--- src/rtl/cpu_pkg.sv ---
// cpu_pkg: shared sequencer states, phase constants and state decode helper.
//   state_t     : IDLE, RUN, STEP, HALTED
//   NUM_PHASES_DEF / PHASE_W_DEF / LAST_PHASE : default phase geometry
//   is_active() : 1 for the states in which phases advance
package cpu_pkg;

    typedef enum logic [1:0] {IDLE, RUN, STEP, HALTED} state_t;

    localparam int NUM_PHASES_DEF = 5;
    localparam int PHASE_W_DEF    = 3;
    localparam int LAST_PHASE     = NUM_PHASES_DEF - 1;

    function automatic logic is_active(input state_t s);
        return (s == RUN) || (s == STEP);
    endfunction

endpackage

--- src/rtl/button_sync.sv ---
// button_sync: synchronizes an asynchronous pushbutton level and emits one registered
// 1-cycle pulse per rising edge, SYNC_STAGES+1 cycles after the edge.
//   clock, reset : system clock, synchronous active-high reset
//   async_in     : raw button level
//   pulse        : registered rising-edge pulse
module button_sync #(
    parameter int SYNC_STAGES = 2
) (
    input  logic clock,
    input  logic reset,
    input  logic async_in,
    output logic pulse
);

    logic [SYNC_STAGES-1:0] sync;
    logic                   prev;

    always_ff @(posedge clock) begin
        if (reset) begin
            sync  <= '0;
            prev  <= 1'b0;
            pulse <= 1'b0;
        end else begin
            sync  <= {sync[SYNC_STAGES-2:0], async_in};
            prev  <= sync[SYNC_STAGES-1];
            pulse <= sync[SYNC_STAGES-1] & ~prev;
        end
    end

endmodule

--- src/rtl/phase_sequencer.sv ---
// phase_sequencer: generates the instruction phase number and owns run/stop/step/halt state.
//   clock, reset : system clock, synchronous active-high reset
//   exec, step   : asynchronous pushbuttons (run/stop toggle, single instruction)
//   halt         : decoder halt request, honoured only in the last phase
//   phase        : current phase, 0..NUM_PHASES-1
//   running      : RUN or STEP; halted : HALTED
//   instr_done   : 1-cycle pulse after each retired instruction
//   instr_count  : retired instructions since reset, wrapping
module phase_sequencer
    import cpu_pkg::*;
#(
    parameter int NUM_PHASES  = NUM_PHASES_DEF,
    parameter int PHASE_W     = PHASE_W_DEF,
    parameter int CNT_W       = 16,
    parameter int SYNC_STAGES = 2
) (
    input  logic               clock,
    input  logic               reset,
    input  logic               exec,
    input  logic               step,
    input  logic               halt,
    output logic [PHASE_W-1:0] phase,
    output logic               running,
    output logic               halted,
    output logic               instr_done,
    output logic [CNT_W-1:0]   instr_count
);

    localparam logic [PHASE_W-1:0] LAST = PHASE_W'(NUM_PHASES - 1);
    localparam logic [PHASE_W:0]   LIMIT = (PHASE_W + 1)'(NUM_PHASES);

    state_t             state, state_n;
    logic [PHASE_W-1:0] phase_n;
    logic [CNT_W-1:0]   count_n;
    logic               stop_req, stop_n, done_n;
    logic               exec_pulse, step_pulse;
    logic               phase_bad;

    button_sync #(.SYNC_STAGES(SYNC_STAGES)) u_exec_sync (
        .clock    (clock),
        .reset    (reset),
        .async_in (exec),
        .pulse    (exec_pulse)
    );

    button_sync #(.SYNC_STAGES(SYNC_STAGES)) u_step_sync (
        .clock    (clock),
        .reset    (reset),
        .async_in (step),
        .pulse    (step_pulse)
    );

    // Out-of-range phase (e.g. after an upset) is recovered to 0 without retiring.
    assign phase_bad = {1'b0, phase} >= LIMIT;

    assign running = is_active(state);
    assign halted  = (state == HALTED);

    always_ff @(posedge clock) begin
        if (reset) begin
            state       <= IDLE;
            phase       <= '0;
            stop_req    <= 1'b0;
            instr_done  <= 1'b0;
            instr_count <= '0;
        end else begin
            state       <= state_n;
            phase       <= phase_n;
            stop_req    <= stop_n;
            instr_done  <= done_n;
            instr_count <= count_n;
        end
    end

    always_comb begin
        state_n = state;
        phase_n = phase;
        stop_n  = stop_req;
        done_n  = 1'b0;
        count_n = instr_count;
        case (state)
            IDLE: begin
                phase_n = '0;
                state_n = exec_pulse ? RUN : step_pulse ? STEP : IDLE;
            end
            RUN, STEP: begin
                if (phase_bad) begin
                    phase_n = '0;
                end else if (phase == LAST) begin
                    done_n  = 1'b1;
                    count_n = instr_count + CNT_W'(1);
                    phase_n = '0;
                    state_n = halt ? HALTED : (state == STEP || stop_req) ? IDLE : RUN;
                end else begin
                    phase_n = phase + PHASE_W'(1);
                end
                // Stop requests collect during RUN and die with the RUN state.
                stop_n = (state_n != RUN) ? 1'b0 : stop_req | ((state == RUN) & exec_pulse);
            end
            HALTED: begin
                phase_n = '0;
                stop_n  = 1'b0;
            end
            default: begin
                state_n = IDLE;
                phase_n = '0;
                stop_n  = 1'b0;
            end
        endcase
    end

endmodule

--- config.mk ---
export PLATFORM = sky130hd
export DESIGN_NAME = phase_sequencer
export DESIGN_NICKNAME = d
export VERILOG_FILES = /design/src/rtl/cpu_pkg.sv /design/src/rtl/button_sync.sv /design/src/rtl/phase_sequencer.sv
export SDC_FILE = /design/constraint.sdc
export NUM_CORES = 1
export LEC_CHECK = 0
export CORE_UTILIZATION = 40
export DETAILED_ROUTE_END_ITERATION = 12
export PLACE_DENSITY = 0.67
export RECOVER_POWER = 25
export SLEW_MARGIN = 20
export SYNTH_ARGS = -nofsm -noshare
export SYNTH_HDL_FRONTEND = slang
export SYNTH_SLANG_ARGS = --single-unit
export TNS_END_PERCENT = 50
--- constraint.sdc ---
create_clock -name clock -period 5.8 [get_ports clock]
set_clock_uncertainty 0.2 [all_clocks]
set_input_delay 1.45 -clock clock [delete_from_list [all_inputs] [get_ports clock]]
set_output_delay 1.45 -clock clock [all_outputs]
set_load 0.01 [all_outputs]
==> out/qor.yml, run 1 <==
required_ns: 4.15
path_buf_inv: 2
grt_first_pass_wirelength_mm: 4.643
vdd.ir_drop.worst_uv: 131.0
multi_input_area_um2: 713.2
syn_area_per_cell_um2: 8.838
synth_area_leaders: "dfxtp_1 (45%), ha_1 (8.1%), xnor2_1 (4.4%)"
r2r_cells: 6
vias_per_cell: 5.196
firstDrtPassIters: 4
rsz0062_at_grt: "no"
post_cts_buffers: 0
final_antenna_net_count: 0
p_per_area_nw_per_um2: 235.3
synth_edf_count: 0
hold_viol: 0
num-fill-cells: 299
synth_ff_type: "dfxtp_1"
fmaxAchievable_mhz: 281.4
worstReg2RegEnd: "instr_count[15]"
rrSetupSlack_ns: 3.05
grt-ovfl-total: 0
cp-end-kind: "output pin"
crit_type: "reg -> out"
vias: 1195
antenna_found_initial: 0
ios: 27
routabilityCongestion: 0.7861
holdPathStages: 1
finalNonFillerCells: 230
synth_top_cell_area_share: 0.4472
dp.cells: 222
rr_startpoint: "state[1]"
setup.worst_path.start_class: "register"
drive_gt1_frac: 0.05435
cts-root-buf: "clkbuf_4"
cts_buffer_depth: 2
syn_area_um2: 1388
yosysTopAreaCell: "dfxtp_1"
worst_slew_pin_slew_ns: 1.004
worstHoldEndpoint: "u_exec_sync.pulse"
diodes: 0
syn_inst: 157
min_path_type: "reg -> reg"
synth_common_cells: "dfxtp_1 (31), nor2_1 (13), a21oi_1 (10), nand2_1 (10)"
async_flop_share: 0
cts.clk_slew.worst_paths_ns: 0.10
syn_to_final_growth_pct: 27.14
grt_pass1_vias: 1092
clkSinkCount: 31
portBuffers: 26
start_util: 0.4158
timing.final.crit_share: 0.6127
cpPeakStageDelay_ns: 0.59
die_area_um2: 3708
startpoint: "state[1]"
yosys_warnings: 0
track_usage: 0.1742
ff_latch_area_um2: 620.6
cts_buffers: 5
slowest_stage: "clkdlybuf4s50_1"
grt_max_degree: 29
avgRoutedWirePerCell_um: 12.23
synth_most_common_cell: "dfxtp_1"
period_minus_slack_ns: 3.554
drt-initial-drc-count: 51
p_sw_mw: 0.08904
die_w_um: 60.90
die_h_um: 60.90
cts_resized: 0
comb_power_share: 0.047
critPathTopFamily: "buffers and inverters"
min-delay-start: "u_exec_sync.prev"
yosysUniqueCellTypes: 29
h-tree-depth: 2
path_cells: "inv_1 -> ha_1 -> clkdlybuf4s50_1"
swShare: 0.2145
routed_wirelength_mm: 2.812
setup-violations-final: 0
core_um2: 3337
max-slew-margin-rel: 0.3285
drcViolationCount: 0
p_int_mw: 0.3261
p_leak_nw: 0.6057
seq_power_share: 0.524
cap_violations: 0
total_power_mw: 0.4151
status: "complete, no violations"
synth_fp_nets: 171
clk_latency_ns: 0.33
ys_ff_latch: 31
slew_violations: 0
setup-tns-final_ns: 0
cp_max_fo: 8
worst-endpoint-arrival_ns: 1.90
postCtsHoldBufs: 0
core.rowCount: 21
hpwl_mm: 1.948
cts_tree: "built"
clockPowerShare: 0.429
layout.nets: 197
ys_seq_area_frac: 0.4472
sequential cells by signal, indices dropped and copies added, names as in the netlist:
register / cells
instr_count: 16
instr_done: 1
phase: 3
state: 2
stop_req: 1
u_exec_sync.prev: 1
u_exec_sync.pulse: 1
u_exec_sync.sync: 2
u_step_sync.prev: 1
u_step_sync.pulse: 1
u_step_sync.sync: 2
kinds of logic after synthesis:
family / Yosys count / share of synthesized area
xor+xnor: 7 / 0.04418
fa+ha+maj: 9 / 0.08116
buf+inv: 14 / 0.03877
simple gates: 69 / 0.2723
compound gates: 27 / 0.1163
flops: 31 / 0.4473
per-layer routing:
| layer | global-route usage | up-vias | wire (µm) |
|---|---|---|---|
| li1 | - | 607 | - |
| met1 | 0.2128 | 554 | 1278 |
| met2 | 0.2763 | 28 | 1357 |
| met3 | 0.05757 | 6 | 125 |
| met4 | 0.08442 | 0 | 51 |
| met5 | 0 | - | 0 |
worst reg2reg max path, cell delays in order (launching register included):
cell     delay [ns]
dfxtp_1        0.42
inv_1          0.11
ha_1           0.45
nand3_1        0.29
or3_1          0.53
or4_1          0.53
a21oi_1        0.15
area by class of cell:
type,count,area share
Timing Repair Buffer,26,0.1475
Clock buffer,6,0.02908
Sequential cell,31,0.3518
Tap cell,46,0.03262
Clock inverter,2,0.01986
Multi-Input combinational cell,112,0.4043
Inverter,7,0.01489
cell usage in the layout, fill, tap and decap left out, types with 8 or more instances in the layout:
cell	n
a21oi_1	10
dfxtp_1	31
nand2_1	10
nor2b_1	9
nor2_1	13
nand3_1	9
clkdlybuf4s50_1	25
o21ai_0	8
ha_1	9
power groups by stage:
stage	clock network, mW	registers, mW	logic [mW]
after floorplan	0	0.222	0.0127
after global placement	0	0.222	0.0190
after detailed placement	0	0.222	0.0195
after CTS	0.181	0.217	0.0196
after global routing	0.193	0.218	0.0215
final	0.178	0.217	0.0195
metrics by stage:
| step | setup WS (ns) | hold WS [ns] | util | cell area, µm² |
|---|---|---|---|---|
| final | 2.246 | 0.1884 | 0.5287 | 1764 |
| after global routing | 2.157 | 0.2041 | 0.5287 | 1764 |
| after CTS | 2.253 | 0.1943 | 0.5287 | 1764 |
| after detailed placement | 2.494 | 0.1831 | 0.5028 | 1678 |
| after global placement | 2.520 | 0.1767 | 0.5028 | 1678 |
| after floorplan | 3.291 | 0.1674 | - | 1388 |
how the worst max path moves through the flow:
stage,end,slack (ns),cells past startpoint
3_3_place_gp,state[1],2.52,3
6_report,running,2.25,3
2_1_floorplan,running,3.29,2
3_5_place_dp,phase[2],2.49,4
4_1_cts,running,2.25,3
5_1_grt,running,2.16,3
Power figures use the tool's default switching activity.
==> run 2, diff against run 1 <==
==> constraint.sdc (replaced) <==
create_clock -name clock -period 3.4 [get_ports clock]
set_clock_uncertainty 0.2 [all_clocks]
set_input_delay 0.85 -clock clock [delete_from_list [all_inputs] [get_ports clock]]
set_output_delay 0.85 -clock clock [all_outputs]
set_load 0.01 [all_outputs]
==> run 2 against run 1 <==
Compared with the run above: count of clock-buffer cells in the layout is the same; clock power grew 74%; hold slack gained 0.00064 ns; wire length shrank 1.8%; critical path type unchanged; highest routed layer unchanged.
==> out/qor.yml, run 2 (same netlist as run 1, synthesis figures left out) <==
num-fill-cells: 324  # +8.4%
die_w_um: 60.90  # unchanged
largest_register_ffs: 16  # unchanged
cts.clk_slew.worst_paths_ns: 0.10  # about the same
path_buf_inv: 2  # unchanged
routabilityCongestion: 0.8605  # +9.5%
firstDrtPassIters: 4  # unchanged
busiest_layer: "met2"
rr_startpoint: "state[0]"
layout_common_cells: "dfxtp_1 (31), clkdlybuf4s50_1 (25), nor2_1 (13)"
crit_type: "reg -> out"
holdPathStages: 1  # unchanged
grt_max_degree: 24  # -17%
die_area_um2: 3708  # unchanged
whs_ns: 0.1890  # +0.0006430 ns
cts-root-buf: "clkbuf_4"
r2r_cells: 6  # unchanged
start_util: 0.4158  # unchanged
ios: 27  # unchanged
final_antenna_net_count: 0  # unchanged
vias_per_cell: 5.229  # +0.65%
grt_first_pass_wirelength_mm: 4.374  # -5.8%
cts_buffer_depth: 2  # unchanged
setup-violations-final: 0  # unchanged
required_ns: 2.35  # -1.80 ns
crit_cells: 3  # unchanged
vias: 1208  # +1.1%
period_minus_slack_ns: 2.934
cpPeakStageDelay_ns: 0.59  # about the same
use_met1: 0.2031  # -0.009669
worst_slew_pin_slew_ns: 0.8213  # -0.1825 ns
vdd.ir_drop.worst_uv: 268.7  # +110%
hpwl_mm: 1.940  # -0.43%
track_usage: 0.1661  # -0.008148
hold_viol: 0  # unchanged
drt-initial-drc-count: 63  # +24%
worst-endpoint-arrival_ns: 1.88  # -0.02 ns
antenna_found_initial: 0  # unchanged
cp_max_fo: 8  # unchanged
dp_worst_setup_slack_ns: 0.7778  # -1.716 ns
min_path_type: "reg -> reg"
largest-register: "instr_count"
setup.worst_path.start_class: "register"
critPathTopFamily: "buffers and inverters"
diodes: 0  # unchanged
setup_ws_ns: 0.4655  # -1.781 ns
post_cts_buffers: 0  # unchanged
dp.cells: 223  # +0.45%
cts_tree: "built"
startpoint: "state[0]"
grtUsageMet3: 0.06823  # +0.01066
slowest_stage: "clkdlybuf4s50_1"
ff_latch_area_um2: 620.6  # unchanged
multi_input_area_um2: 708.2  # -0.70%
timing.final.crit_share: 0.8631
p_per_area_nw_per_um2: 403.8  # +72%
max-slew-margin-rel: 0.4506  # +0.1221
rsz0062_at_grt: "no"
cp-endpoint: "running"
fmaxAchievable_mhz: 340.8
clk_latency_ns: 0.34  # about the same
routed_wirelength_mm: 2.761  # -1.8%
rrSetupSlack_ns: 0.72  # -2.33 ns
cap_violations: 0  # unchanged
setup-tns-final_ns: 0  # unchanged
worstReg2RegEnd: "instr_count[15]"
drcViolationCount: 0  # unchanged
layout.nets: 198  # +0.51%
h-tree-depth: 2  # unchanged
cts_buffers: 5  # unchanged
clkSinkCount: 31  # unchanged
grt-ovfl-total: 0  # unchanged
die_h_um: 60.90  # unchanged
postLayoutCellArea_um2: 1767  # +0.14%
status: "complete, no violations"
grt_pass1_vias: 1014  # -7.1%
cts_resized: 0  # unchanged
p_leak_nw: 0.6121  # +1.1%
utilization: 0.5294  # +0.0007500
finalNonFillerCells: 231  # +0.43%
slew_violations: 0  # unchanged
avgRoutedWirePerCell_um: 11.95  # -2.2%
path_cells: "inv_1 -> ha_1 -> clkdlybuf4s50_1"
syn_to_final_growth_pct: 27.32
postCtsHoldBufs: 0  # unchanged
grt_use_met2: 0.2527  # -0.02355
portBuffers: 26  # unchanged
layout_commonest_cell: "dfxtp_1"
core_um2: 3337  # unchanged
cp-end-kind: "output pin"
drive_gt1_frac: 0.05405  # -0.0002938
placed_area_um2: 1685  # +0.45%
total_power_mw: 0.7134  # +72%
core.rowCount: 21  # unchanged
reg_top3: "instr_count: 16 flops, phase: 3 flops"
[run 2: changes by cell type in the layout (fill, tap and decap cells not counted), sizes merged]
cell and change:
buf +1
[run 2: worst min-delay path by stage]
stage	slack [ns]	from	end
after floorplan	0.17	u_exec_sync.prev	u_exec_sync.pulse
after global placement	0.17	u_exec_sync.prev	u_exec_sync.pulse
after detailed placement	0.18	u_step_sync.prev	u_step_sync.pulse
after CTS	0.20	u_exec_sync.prev	u_exec_sync.pulse
after global routing	0.21	u_exec_sync.prev	u_exec_sync.pulse
final	0.19	u_exec_sync.prev	u_exec_sync.pulse
[run 2: metal layers]
metal / vias up / wire [µm]
met5: - / 0
met2: 33 / 1269
met1: 559 / 1313
met4: 0 / 44
li1: 611 / -
met3: 5 / 133
[run 2: power breakdown]
| group | switching, mW | internal [mW] | total, mW |
|---|---|---|---|
| Sequential | 0.00277 | 0.368 | 0.371 |
| Combinational | 0.0188 | 0.0146 | 0.0333 |
| Clock | 0.136 | 0.174 | 0.310 |
[run 2: worst reg2reg max path: stages, from the launching register on]
cell     delay [ns]
dfxtp_1        0.41
inv_1          0.09
ha_1           0.45
nand3_1        0.28
or3_1          0.51
or4_1          0.53
a21oi_1        0.14
[run 2: final cells by class]
| class | count | share of cell area |
|---|---|---|
| Inverter | 7 | 0.01487 |
| Multi-Input combinational cell | 112 | 0.4009 |
| Clock inverter | 2 | 0.01983 |
| Timing Repair Buffer | 27 | 0.1516 |
| Sequential cell | 31 | 0.3513 |
| Clock buffer | 6 | 0.02904 |
| Tap cell | 46 | 0.03258 |
